[src/rtl/axi4m_burst.sv]
// AXI4 master burst engine: turns one core command into a single INCR read or
// write burst, streams beats to/from the core and reports completion with an error flag.
module axi4m_burst #(
    parameter int          AXI_ADDR_W = 32,
    parameter int          AXI_DATA_W = 32,
    parameter int          MAX_BEATS  = 16,
    parameter logic [3:0]  AXI_CACHE  = 4'b0011
) (
    input  logic                      clk,
    input  logic                      rst,
    input  logic                      cmd_valid,
    output logic                      cmd_ready,
    input  logic                      cmd_we,
    input  logic [AXI_ADDR_W-1:0]     cmd_addr,
    input  logic [7:0]                cmd_len,
    input  logic [AXI_DATA_W-1:0]     wr_data,
    input  logic [AXI_DATA_W/8-1:0]   wr_strb,
    input  logic                      wr_valid,
    output logic                      wr_ready,
    output logic [AXI_DATA_W-1:0]     rd_data,
    output logic                      rd_last,
    output logic                      rd_valid,
    input  logic                      rd_ready,
    output logic                      done_valid,
    output logic                      done_err,
    output logic [AXI_ADDR_W-1:0]     m_axi_awaddr,
    output logic [7:0]                m_axi_awlen,
    output logic [2:0]                m_axi_awsize,
    output logic [1:0]                m_axi_awburst,
    output logic                      m_axi_awlock,
    output logic [3:0]                m_axi_awcache,
    output logic [2:0]                m_axi_awprot,
    output logic [3:0]                m_axi_awqos,
    output logic                      m_axi_awvalid,
    input  logic                      m_axi_awready,
    output logic [AXI_DATA_W-1:0]     m_axi_wdata,
    output logic [AXI_DATA_W/8-1:0]   m_axi_wstrb,
    output logic                      m_axi_wlast,
    output logic                      m_axi_wvalid,
    input  logic                      m_axi_wready,
    input  logic [1:0]                m_axi_bresp,
    input  logic                      m_axi_bvalid,
    output logic                      m_axi_bready,
    output logic [AXI_ADDR_W-1:0]     m_axi_araddr,
    output logic [7:0]                m_axi_arlen,
    output logic [2:0]                m_axi_arsize,
    output logic [1:0]                m_axi_arburst,
    output logic                      m_axi_arlock,
    output logic [3:0]                m_axi_arcache,
    output logic [2:0]                m_axi_arprot,
    output logic [3:0]                m_axi_arqos,
    output logic                      m_axi_arvalid,
    input  logic                      m_axi_arready,
    input  logic [AXI_DATA_W-1:0]     m_axi_rdata,
    input  logic [1:0]                m_axi_rresp,
    input  logic                      m_axi_rlast,
    input  logic                      m_axi_rvalid,
    output logic                      m_axi_rready
);

    localparam int BYTES = AXI_DATA_W / 8;
    localparam int SIZE  = $clog2(BYTES);
    localparam logic [AXI_ADDR_W-1:0] ALIGN_MASK = ~(AXI_ADDR_W'(BYTES - 1));

    typedef enum logic [2:0] {
        IDLE  = 3'd0,
        WADDR = 3'd1,
        WDATA = 3'd2,
        WRESP = 3'd3,
        RADDR = 3'd4,
        RDATA = 3'd5,
        DONE  = 3'd6
    } state_t;

    state_t                  state_r;
    logic                    cmd_ready_r;
    logic                    awvalid_r;
    logic                    arvalid_r;
    logic                    done_valid_r;
    logic                    done_err_r;
    logic                    err_r;
    logic [7:0]              beat_cnt_r;
    logic [7:0]              len_r;
    logic [AXI_ADDR_W-1:0]   addr_r;
    logic                    reject_s;
    logic                    last_exp_s;
    logic                    r_beat_err_s;
    logic                    in_wdata_s;
    logic                    in_rdata_s;

    // Too many beats, or the last byte of the burst lands past the 4KB page.
    function automatic logic burst_reject(input logic [11:0] page_off, input logic [7:0] len);
        logic [8:0]  beats;
        logic [19:0] span;
        beats = {1'b0, len} + 9'd1;
        span  = {8'd0, page_off} + (20'(beats) * 20'(BYTES));
        return (beats > 9'(MAX_BEATS)) || (span > 20'd4096);
    endfunction

    // Command screening and per-beat read error detection.
    always_comb begin
        reject_s   = burst_reject(cmd_addr[11:0], cmd_len);
        last_exp_s = (beat_cnt_r == len_r);
        if (m_axi_rresp >= 2'b10) begin
            r_beat_err_s = 1'b1;
        end else begin
            r_beat_err_s = (m_axi_rlast != last_exp_s);
        end
    end

    assign in_wdata_s = (state_r == WDATA);
    assign in_rdata_s = (state_r == RDATA);

    // Transaction sequencer: one burst at a time, all control outputs registered.
    always_ff @(posedge clk) begin
        if (rst) begin
            state_r      <= IDLE;
            cmd_ready_r  <= 1'b0;
            awvalid_r    <= 1'b0;
            arvalid_r    <= 1'b0;
            done_valid_r <= 1'b0;
            done_err_r   <= 1'b0;
            err_r        <= 1'b0;
            beat_cnt_r   <= 8'd0;
            len_r        <= 8'd0;
            addr_r       <= '0;
        end else begin
            case (state_r)
                IDLE: begin
                    if (cmd_valid && cmd_ready_r) begin
                        cmd_ready_r <= 1'b0;
                        addr_r      <= cmd_addr & ALIGN_MASK;
                        len_r       <= cmd_len;
                        err_r       <= 1'b0;
                        beat_cnt_r  <= 8'd0;
                        if (reject_s) begin
                            err_r   <= 1'b1;
                            state_r <= DONE;
                        end else if (cmd_we) begin
                            awvalid_r <= 1'b1;
                            state_r   <= WADDR;
                        end else begin
                            arvalid_r <= 1'b1;
                            state_r   <= RADDR;
                        end
                    end else begin
                        cmd_ready_r <= 1'b1;
                    end
                end
                WADDR: begin
                    if (m_axi_awready) begin
                        awvalid_r <= 1'b0;
                        state_r   <= WDATA;
                    end
                end
                WDATA: begin
                    if (wr_valid && m_axi_wready) begin
                        beat_cnt_r <= beat_cnt_r + 8'd1;
                        if (last_exp_s) begin
                            state_r <= WRESP;
                        end
                    end
                end
                WRESP: begin
                    if (m_axi_bvalid) begin
                        err_r        <= err_r | (m_axi_bresp >= 2'b10);
                        done_err_r   <= err_r | (m_axi_bresp >= 2'b10);
                        done_valid_r <= 1'b1;
                        state_r      <= DONE;
                    end
                end
                RADDR: begin
                    if (m_axi_arready) begin
                        arvalid_r <= 1'b0;
                        state_r   <= RDATA;
                    end
                end
                RDATA: begin
                    if (m_axi_rvalid && rd_ready) begin
                        beat_cnt_r <= beat_cnt_r + 8'd1;
                        err_r      <= err_r | r_beat_err_s;
                        if (m_axi_rlast) begin
                            done_err_r   <= err_r | r_beat_err_s;
                            done_valid_r <= 1'b1;
                            state_r      <= DONE;
                        end
                    end
                end
                DONE: begin
                    // A rejected command arrives here without a pulse pending and raises it now.
                    if (done_valid_r) begin
                        done_valid_r <= 1'b0;
                        done_err_r   <= 1'b0;
                        cmd_ready_r  <= 1'b1;
                        state_r      <= IDLE;
                    end else begin
                        done_valid_r <= 1'b1;
                        done_err_r   <= err_r;
                    end
                end
                default: begin
                    state_r      <= IDLE;
                    cmd_ready_r  <= 1'b0;
                    awvalid_r    <= 1'b0;
                    arvalid_r    <= 1'b0;
                    done_valid_r <= 1'b0;
                    done_err_r   <= 1'b0;
                end
            endcase
        end
    end

    assign cmd_ready     = cmd_ready_r;
    assign done_valid    = done_valid_r;
    assign done_err      = done_err_r;

    assign m_axi_awaddr  = addr_r;
    assign m_axi_awlen   = len_r;
    assign m_axi_awsize  = 3'(SIZE);
    assign m_axi_awburst = 2'b01;
    assign m_axi_awlock  = 1'b0;
    assign m_axi_awcache = AXI_CACHE;
    assign m_axi_awprot  = 3'b000;
    assign m_axi_awqos   = 4'b0000;
    assign m_axi_awvalid = awvalid_r;

    assign m_axi_wdata   = wr_data;
    assign m_axi_wstrb   = wr_strb;
    assign m_axi_wvalid  = in_wdata_s & wr_valid;
    assign m_axi_wlast   = in_wdata_s & last_exp_s;
    assign wr_ready      = in_wdata_s & m_axi_wready;
    assign m_axi_bready  = (state_r == WRESP);

    assign m_axi_araddr  = addr_r;
    assign m_axi_arlen   = len_r;
    assign m_axi_arsize  = 3'(SIZE);
    assign m_axi_arburst = 2'b01;
    assign m_axi_arlock  = 1'b0;
    assign m_axi_arcache = AXI_CACHE;
    assign m_axi_arprot  = 3'b000;
    assign m_axi_arqos   = 4'b0000;
    assign m_axi_arvalid = arvalid_r;

    assign rd_data       = m_axi_rdata;
    assign rd_last       = in_rdata_s & m_axi_rlast;
    assign rd_valid      = in_rdata_s & m_axi_rvalid;
    assign m_axi_rready  = in_rdata_s & rd_ready;

endmodule

[config.mk]
export PLATFORM = sky130hd
export DESIGN_NAME = axi4m_burst
export DESIGN_NICKNAME = d
export VERILOG_FILES = /design/src/rtl/axi4m_burst.sv
export SDC_FILE = /design/constraint.sdc
export NUM_CORES = 1
export LEC_CHECK = 0
export BUFFER_PORTS_ARGS = -buffer_cell sky130_fd_sc_hd__buf_2
export CORE_AREA = 2 2 123 125
export DETAILED_ROUTE_END_ITERATION = 10
export DIE_AREA = 0 0 125 127
export SETUP_SLACK_MARGIN = 0.2
export SYNTH_ARGS = -nofsm -noshare
export SYNTH_HDL_FRONTEND = slang
export SYNTH_SLANG_ARGS = --single-unit
[constraint.sdc]
create_clock -name clk -period 3.5 [get_ports clk]
set_input_delay 0.35 -clock clk [delete_from_list [all_inputs] [get_ports clk]]
set_output_delay 0.35 -clock clk [all_outputs]
set_load 0.05 [all_outputs]
==> run_results.csv, run 1 <==
group,metric,value,unit
pwr,vdd_drop_max,0.178,mV
global_route,globalRoute.totalOverflow,0,
synth,count_of_flip_flops_with_a_built_in_enable_after_synthesis,0,
synth,combinational_family_with_the_most_area_after_synthesis,"buffers and inverters",
synth,ys_warn_count,0,
routing,dr.max_layer_used,"met4",
timing,final.setup_skew,7.76,ps
clock_tree,numCtsBuffers,5,
routing,dr_wl_met3,816,um
timing,totalNegativeSetupSlack,0,ps
synth,post_synthesis_sequential_element_count,55,
synth,synthXorXnorAreaFrac,4.91,%
timing,actual_transition_at_the_worst_max_transition_pin,816,ps
routing,wl,10700,um
critical_path,worst_path_most_repeated_cell,"sky130_fd_sc_hd__ha_1",
clock_tree,cts-root-to-sink-buffers,2,
routing,route.vias.total,3510,
floorplan,floorplan.initialDensity,29.5,%
clock_tree,clkSinkCount,55,
floorplan,std_cell_rows,44,
layout,drive_above_1_share,28.8,%
floorplan,die_y,127,um
pwr,p_per_area,648,nW/um^2
timing,final_number_of_setup_violating_endpoints,0,
pwr,p_total,2810,uW
floorplan,die_x,125,um
routing,post_drt_via_cell_ratio,4.60,
critical_path,worst_stage_delay_on_the_critical_path,580,ps
global_route,global_route.usage.total,13.0,%
routing,residual_drc,0,
layout,num-fill-cells,1615,
global_route,maximum_number_of_pins_on_one_net_before_global_route_repair,33,
routing,wire_per_inst,14.0,um
synth,synth_cells,558,
placed_design,io_buffer_count,141,
synth,post_synth_num_cell_types,63,
synth,avgSynthCellArea,7.63,um^2
timing,timing.fmax,332,MHz
clock_tree,clock_root_buffer,"sky130_fd_sc_hd__clkbuf_16",
clock_tree,cts_hold_buf,0,
clock_tree,cts-htree-levels,2,
placed_design,finalWeightedCongestion,0.841,
floorplan,fp.dieArea,15900,um^2
critical_path,crit_path_end_kind,"register",
clock_tree,cts.reportedPaths.clkPinSlew,80,ps
critical_path,critical_path.slowest_cell,"sky130_fd_sc_hd__o41ai_2",
critical_path,critical_path_required,3750,ps
synth,synth_fa_ha_area_share,4.29,%
layout,nNetsFinal,716,
timing,slew_headroom,45.6,%
pwr,power_leakage,0.00209,uW
clock_tree,postCtsResizedCells,0,
timing,setup_repair_after_global_routing_missed_its_margin,"no",
routing,routedLengthMet1,4750,um
placed_design,dp_hpwl,8110,um
timing,slew_viol_final,0,
critical_path,crit_type,"primary input to register",
critical_path,critical_path_peak_fanout,9,
layout,insertedDiodeCount,0,
global_route,grt_first_pass_wirelength,16400,um
clock_tree,cts.repair_timing.setup_buffer_count,0,
min_path,min_path_type,"primary input to register",
routing,antenna_left,0,
critical_path,worst_ep_arrival_time,3260,ps
synth,postSynth.asyncResetShare,0,%
outcome,status,"complete, no violations",
routing,detail_route.iter0.violations,121,
routing,met2WireLength,4810,um
timing,hold_viol,0,
global_route,grt_antenna_before_repair,0,
flow_run,cap_viol_max_count,0,
layout,layout.cells.most_common_list,"141 x sky130_fd_sc_hd__buf_2, 95 x sky130_fd_sc_hd__nand2_1, 55 x sky130_fd_sc_hd__dfxtp_1, 45 x sky130_fd_sc_hd__a21oi_1, 38 x sky130_fd_sc_hd__conb_1",
timing,final_period_utilization,86.0,%
floorplan,design.core.area,14400,um^2
synth,synth_simple_gate_area_share,19.5,%
synth,synth_area_in_compound_gates,15.8,%
floorplan,io_pins,318,
clock_tree,tritoncts,"built",
clock_tree,clkLatencyLatePin,300,ps
synth,multiplexer_area_fraction_after_synthesis,0.529,%
critical_path,timing.critical_path.from_type,"primary input",
global_route,grt_pass1_vias,3186,
synth,synth_top_flop_cell,"sky130_fd_sc_hd__dfxtp_1",
synth,seq_area_frac_synth,25.9,%
critical_path,worstPathCellList,"buf_2, ha_1, nand3_1, xnor2_1, ha_1, or4b_2, o2111ai_1, a2111oi_0, nand4_1, o41ai_2, a311o_1",
synth,synth_cell_area,4260,um^2
routing,dr_pass1_iterations,4,
layout,final_core_area_utilization,30.0,%
timing,period_minus_slack,3010,ps
layout,layout-area-overhead-vs-synth,1.76,%
layout,layout.cells.most_common,"sky130_fd_sc_hd__buf_2",
## critical path: cells and delay by family
kind                     cells  cell delay (ps)
AO/OA/AOI/OAI                4             1280
adder cells (fa/ha/maj)      2              680
AND/OR/NAND/NOR              3              620
XOR/XNOR                     1              160
buffers and inverters        1              150
## worst paths after layout
check / startpoint / endpoint / slack, ps / cells after the start
min reg2reg: m_axi_araddr[26] / m_axi_araddr[26] / 470 / 2
max: cmd_len[1] / state_r[0] / 490 / 11
max reg2reg: state_r[2] / state_r[0] / 1130 / 6
min: cmd_addr[31] / m_axi_araddr[31] / 270 / 3
## cell type report
class | instances | area, um^2 | area share, %
clock buffer | 5 | 125 | 2.89
clock inverter | 3 | 28.8 | 0.664
inverter | 12 | 45.0 | 1.04
multi-input combinational | 359 | 2070 | 47.7
sequential | 55 | 1100 | 25.4
tap | 184 | 230 | 5.31
timing repair buffer | 145 | 736 | 17.0
## metrics by stage
| step | hold slack (ps) | cell area [um^2] | std cells | setup slack, ps |
|---|---|---|---|---|
| after floorplan | 470 | 4390 | 594 | 740 |
| after global placement | 455 | 4180 | 755 | 262 |
| after detailed placement | 459 | 4180 | 755 | 187 |
| after CTS | 258 | 4330 | 763 | 494 |
| after global routing | 265 | 4330 | 763 | 259 |
| final | 272 | 4330 | 763 | 489 |
## registers in the layout, summed over array words and instances (netlist names)
name / cells
done_valid: 1
beat_cnt_r: 8
m_axi_araddr: 30
m_axi_arvalid: 1
cmd_ready: 1
state_r: 3
m_axi_awvalid: 1
done_err: 1
err_r: 1
m_axi_arlen: 8
## power by group
group          switching (uW)  internal, uW
combinational            1030           379
clock                     264           277
sequential                143           715
## cells by family (layout without fill, tap and decap cells)
family                   count (synthesis)  count (layout)
other                                    2              38
adder cells (fa/ha/maj)                 14              14
multiplexers                             2               2
AO/OA/AOI/OAI                          101             101
XOR/XNOR                                23              23
AND/OR/NAND/NOR                        181             181
buffers and inverters                  180             165
flip-flops                              55              55
## layer usage
layer,track usage (%),vias to the layer above
met5,0,-
li1,-,1738
met3,3.94,25
met2,20.8,134
met1,16.3,1613
met4,5.49,0
## synthesized netlist by cell type (all sizes together), types with 4 or more instances
cell,count,area [um^2]
dfxtp,55,1100
nor3,11,55.1
xnor2,7,61.3
ha,13,163
and3,5,31.3
nand2b,5,31.3
inv,12,45.0
xor2,16,148
or3,5,32.5
a21o,4,30.0
a21oi,46,234
nand2,95,357
o22ai,4,25.0
o21ai,8,40.0
clkbuf,18,67.6
nor2,21,78.8
buf,150,1120
and2,9,58.8
nand3,12,60.1
nand4,5,31.3
No activity file was read; power rests on OpenSTA's default activity.
==> inputs of run 2 (changes only) <==
Settings changed: PLACE_DENSITY set to 0.62.
==> run 2 against run 1 <==
Sequential power hardly changed. Critical path type unchanged. Cell count stayed put. Non-clock buffer count stayed put. Register-to-register slack worse by 20 ps. Hold slack better by 8.0 ps. First-iteration DRC count is 61% higher.
==> run_results.csv, run 2 (synthesis results as in run 1) <==
group,metric,value,unit
critical_path,critical_path.slowest_cell,"sky130_fd_sc_hd__o41ai_2",
floorplan,fp.dieArea,15900,um^2
timing,final_number_of_setup_violating_endpoints,0,
critical_path,worst_ep_arrival_time,3320,ps
critical_path,worst-r2r-cell-count,6,
timing,period_minus_slack,3070,ps
timing,timing.fmax,326,MHz
clock_tree,tritoncts,"built",
placed_design,finalWeightedCongestion,0.856,
clock_tree,cts-root-to-sink-buffers,2,
layout,drive_above_1_share,28.7,%
min_path,min_path_type,"primary input to register",
routing,post_drt_via_cell_ratio,4.64,
outcome,status,"complete, no violations",
floorplan,design.core.area,14400,um^2
timing,final_period_utilization,87.8,%
layout,layout.cells.most_common,"sky130_fd_sc_hd__buf_2",
timing,actual_transition_at_the_worst_max_transition_pin,792,ps
routing,wire_per_inst,14.2,um
critical_path,timing.critical_path.from_type,"primary input",
clock_tree,postCtsResizedCells,0,
placed_design,dp_hpwl,8350,um
timing,slew_viol_final,0,
timing,setup_repair_after_global_routing_missed_its_margin,"no",
routing,detail_route.iter0.violations,195,
routing,dr_pass1_iterations,4,
timing,hold_viol,0,
layout,num-fill-cells,1609,
global_route,global_route.usage.total,13.3,%
layout,layout-area-overhead-vs-synth,1.82,%
floorplan,die_x,125,um
clock_tree,cts.repair_timing.setup_buffer_count,0,
timing,totalNegativeSetupSlack,0,ps
critical_path,crit_path_end_kind,"register",
clock_tree,clkSinkCount,55,
pwr,power_leakage,0.00209,uW
routing,wl,10800,um
layout,insertedDiodeCount,0,
critical_path,crit_type,"primary input to register",
layout,layout.cells.most_common_list,"141 x sky130_fd_sc_hd__buf_2, 95 x sky130_fd_sc_hd__nand2_1, 55 x sky130_fd_sc_hd__dfxtp_1, 45 x sky130_fd_sc_hd__a21oi_1, 38 x sky130_fd_sc_hd__conb_1",
floorplan,std_cell_rows,44,
global_route,maximum_number_of_pins_on_one_net_before_global_route_repair,31,
global_route,grt_pass1_vias,3180,
layout,nNetsFinal,716,
pwr,p_per_area,652,nW/um^2
timing,worst_hold_slack,280,ps
clock_tree,cts.reportedPaths.clkPinSlew,80,ps
clock_tree,numCtsBuffers,5,
critical_path,worst_stage_delay_on_the_critical_path,610,ps
global_route,grt_antenna_before_repair,0,
min_path,worstHoldPathCells,3,
pwr,vdd_drop_max,0.207,mV
placed_design,io_buffer_count,141,
routing,route.vias.total,3539,
timing,slew_headroom,47.2,%
layout,largest_register_ff_count,30,
global_route,globalRoute.totalOverflow,0,
flow_run,cap_viol_max_count,0,
clock_tree,clock_root_buffer,"sky130_fd_sc_hd__clkbuf_16",
clock_tree,cts-htree-levels,2,
routing,antenna_left,0,
floorplan,die_y,127,um
floorplan,io_pins,318,
critical_path,critical_path_peak_fanout,6,
critical_path,worstPathCellList,"buf_2, ha_1, fa_1, nor4_1, o2111ai_1, a2111oi_0, nand4_1, o41ai_2, a311o_1",
routing,residual_drc,0,
global_route,grt_first_pass_wirelength,16900,um
timing,final.setup_skew,9.46,ps
clock_tree,clkLatencyLatePin,300,ps
floorplan,floorplan.initialDensity,29.5,%
timing,post-route-worst-setup-slack,428,ps
critical_path,critical_path_required,3740,ps
placed_design,place_ws,236,ps
clock_tree,cts_hold_buf,0,
==> run 2: changes by cell type in the layout (fill, tap and decap cells not counted), sizes merged <==
cell,before,now
inv,15,12
clkbuf,5,8
==> run 2: layout make-up <==
type / instances / area, um^2 / share of cell area (%)
inverters: 12 / 45.0 / 1.04
repair buffers: 145 / 736 / 17.0
clock buffers: 8 / 156 / 3.61
multi-input cells: 359 / 2070 / 47.7
flip-flops and latches: 55 / 1100 / 25.4
well taps: 184 / 230 / 5.31
==> run 2: metal layers <==
| layer | vias to the layer above | track usage, % | share of wire (%) |
|---|---|---|---|
| li1 | 1741 | - | - |
| met1 | 1611 | 17.0 | 44 |
| met2 | 161 | 20.7 | 44 |
| met3 | 26 | 4.31 | 8.9 |
| met4 | 0 | 5.69 | 2.7 |
| met5 | - | 0 | 0 |
==> run 2: metrics by stage <==
stage / utilization, % / instance area [um^2] / total power, uW / instances
floorplan: - / 4390 / 2290 / 594
global placement: 29.0 / 4180 / 2290 / 755
detailed placement: 29.0 / 4180 / 2290 / 755
CTS: 30.0 / 4330 / 2860 / 763
global route: 30.0 / 4330 / 3020 / 763
finish: 30.0 / 4330 / 2830 / 763
==> run 2: worst max-delay path: cells and delay by family <==
family,cells,cell delay [ps]
fa+ha+maj,2,800
simple gates,2,620
buf+inv,1,130
compound gates,4,1420
==> run 2: path summary, 6_finish.rpt <==
| kind | startpoint | to | slack [ps] |
|---|---|---|---|
| worst max-delay path | cmd_len[0] | state_r[0] | 430 |
| worst min-delay path | cmd_addr[16] | m_axi_araddr[16] | 280 |
| worst max register to register | state_r[2] | state_r[0] | 1110 |
| worst min register to register | m_axi_araddr[4] | m_axi_araddr[4] | 470 |
==> run 2: report_power, final <==
| part | switching [uW] | internal, uW | total, uW |
|---|---|---|---|
| Clock | 247 | 306 | 553 |
| Combinational | 1030 | 379 | 1410 |
| Sequential | 143 | 715 | 859 |
| Total | 1420 | 1400 | 2830 |
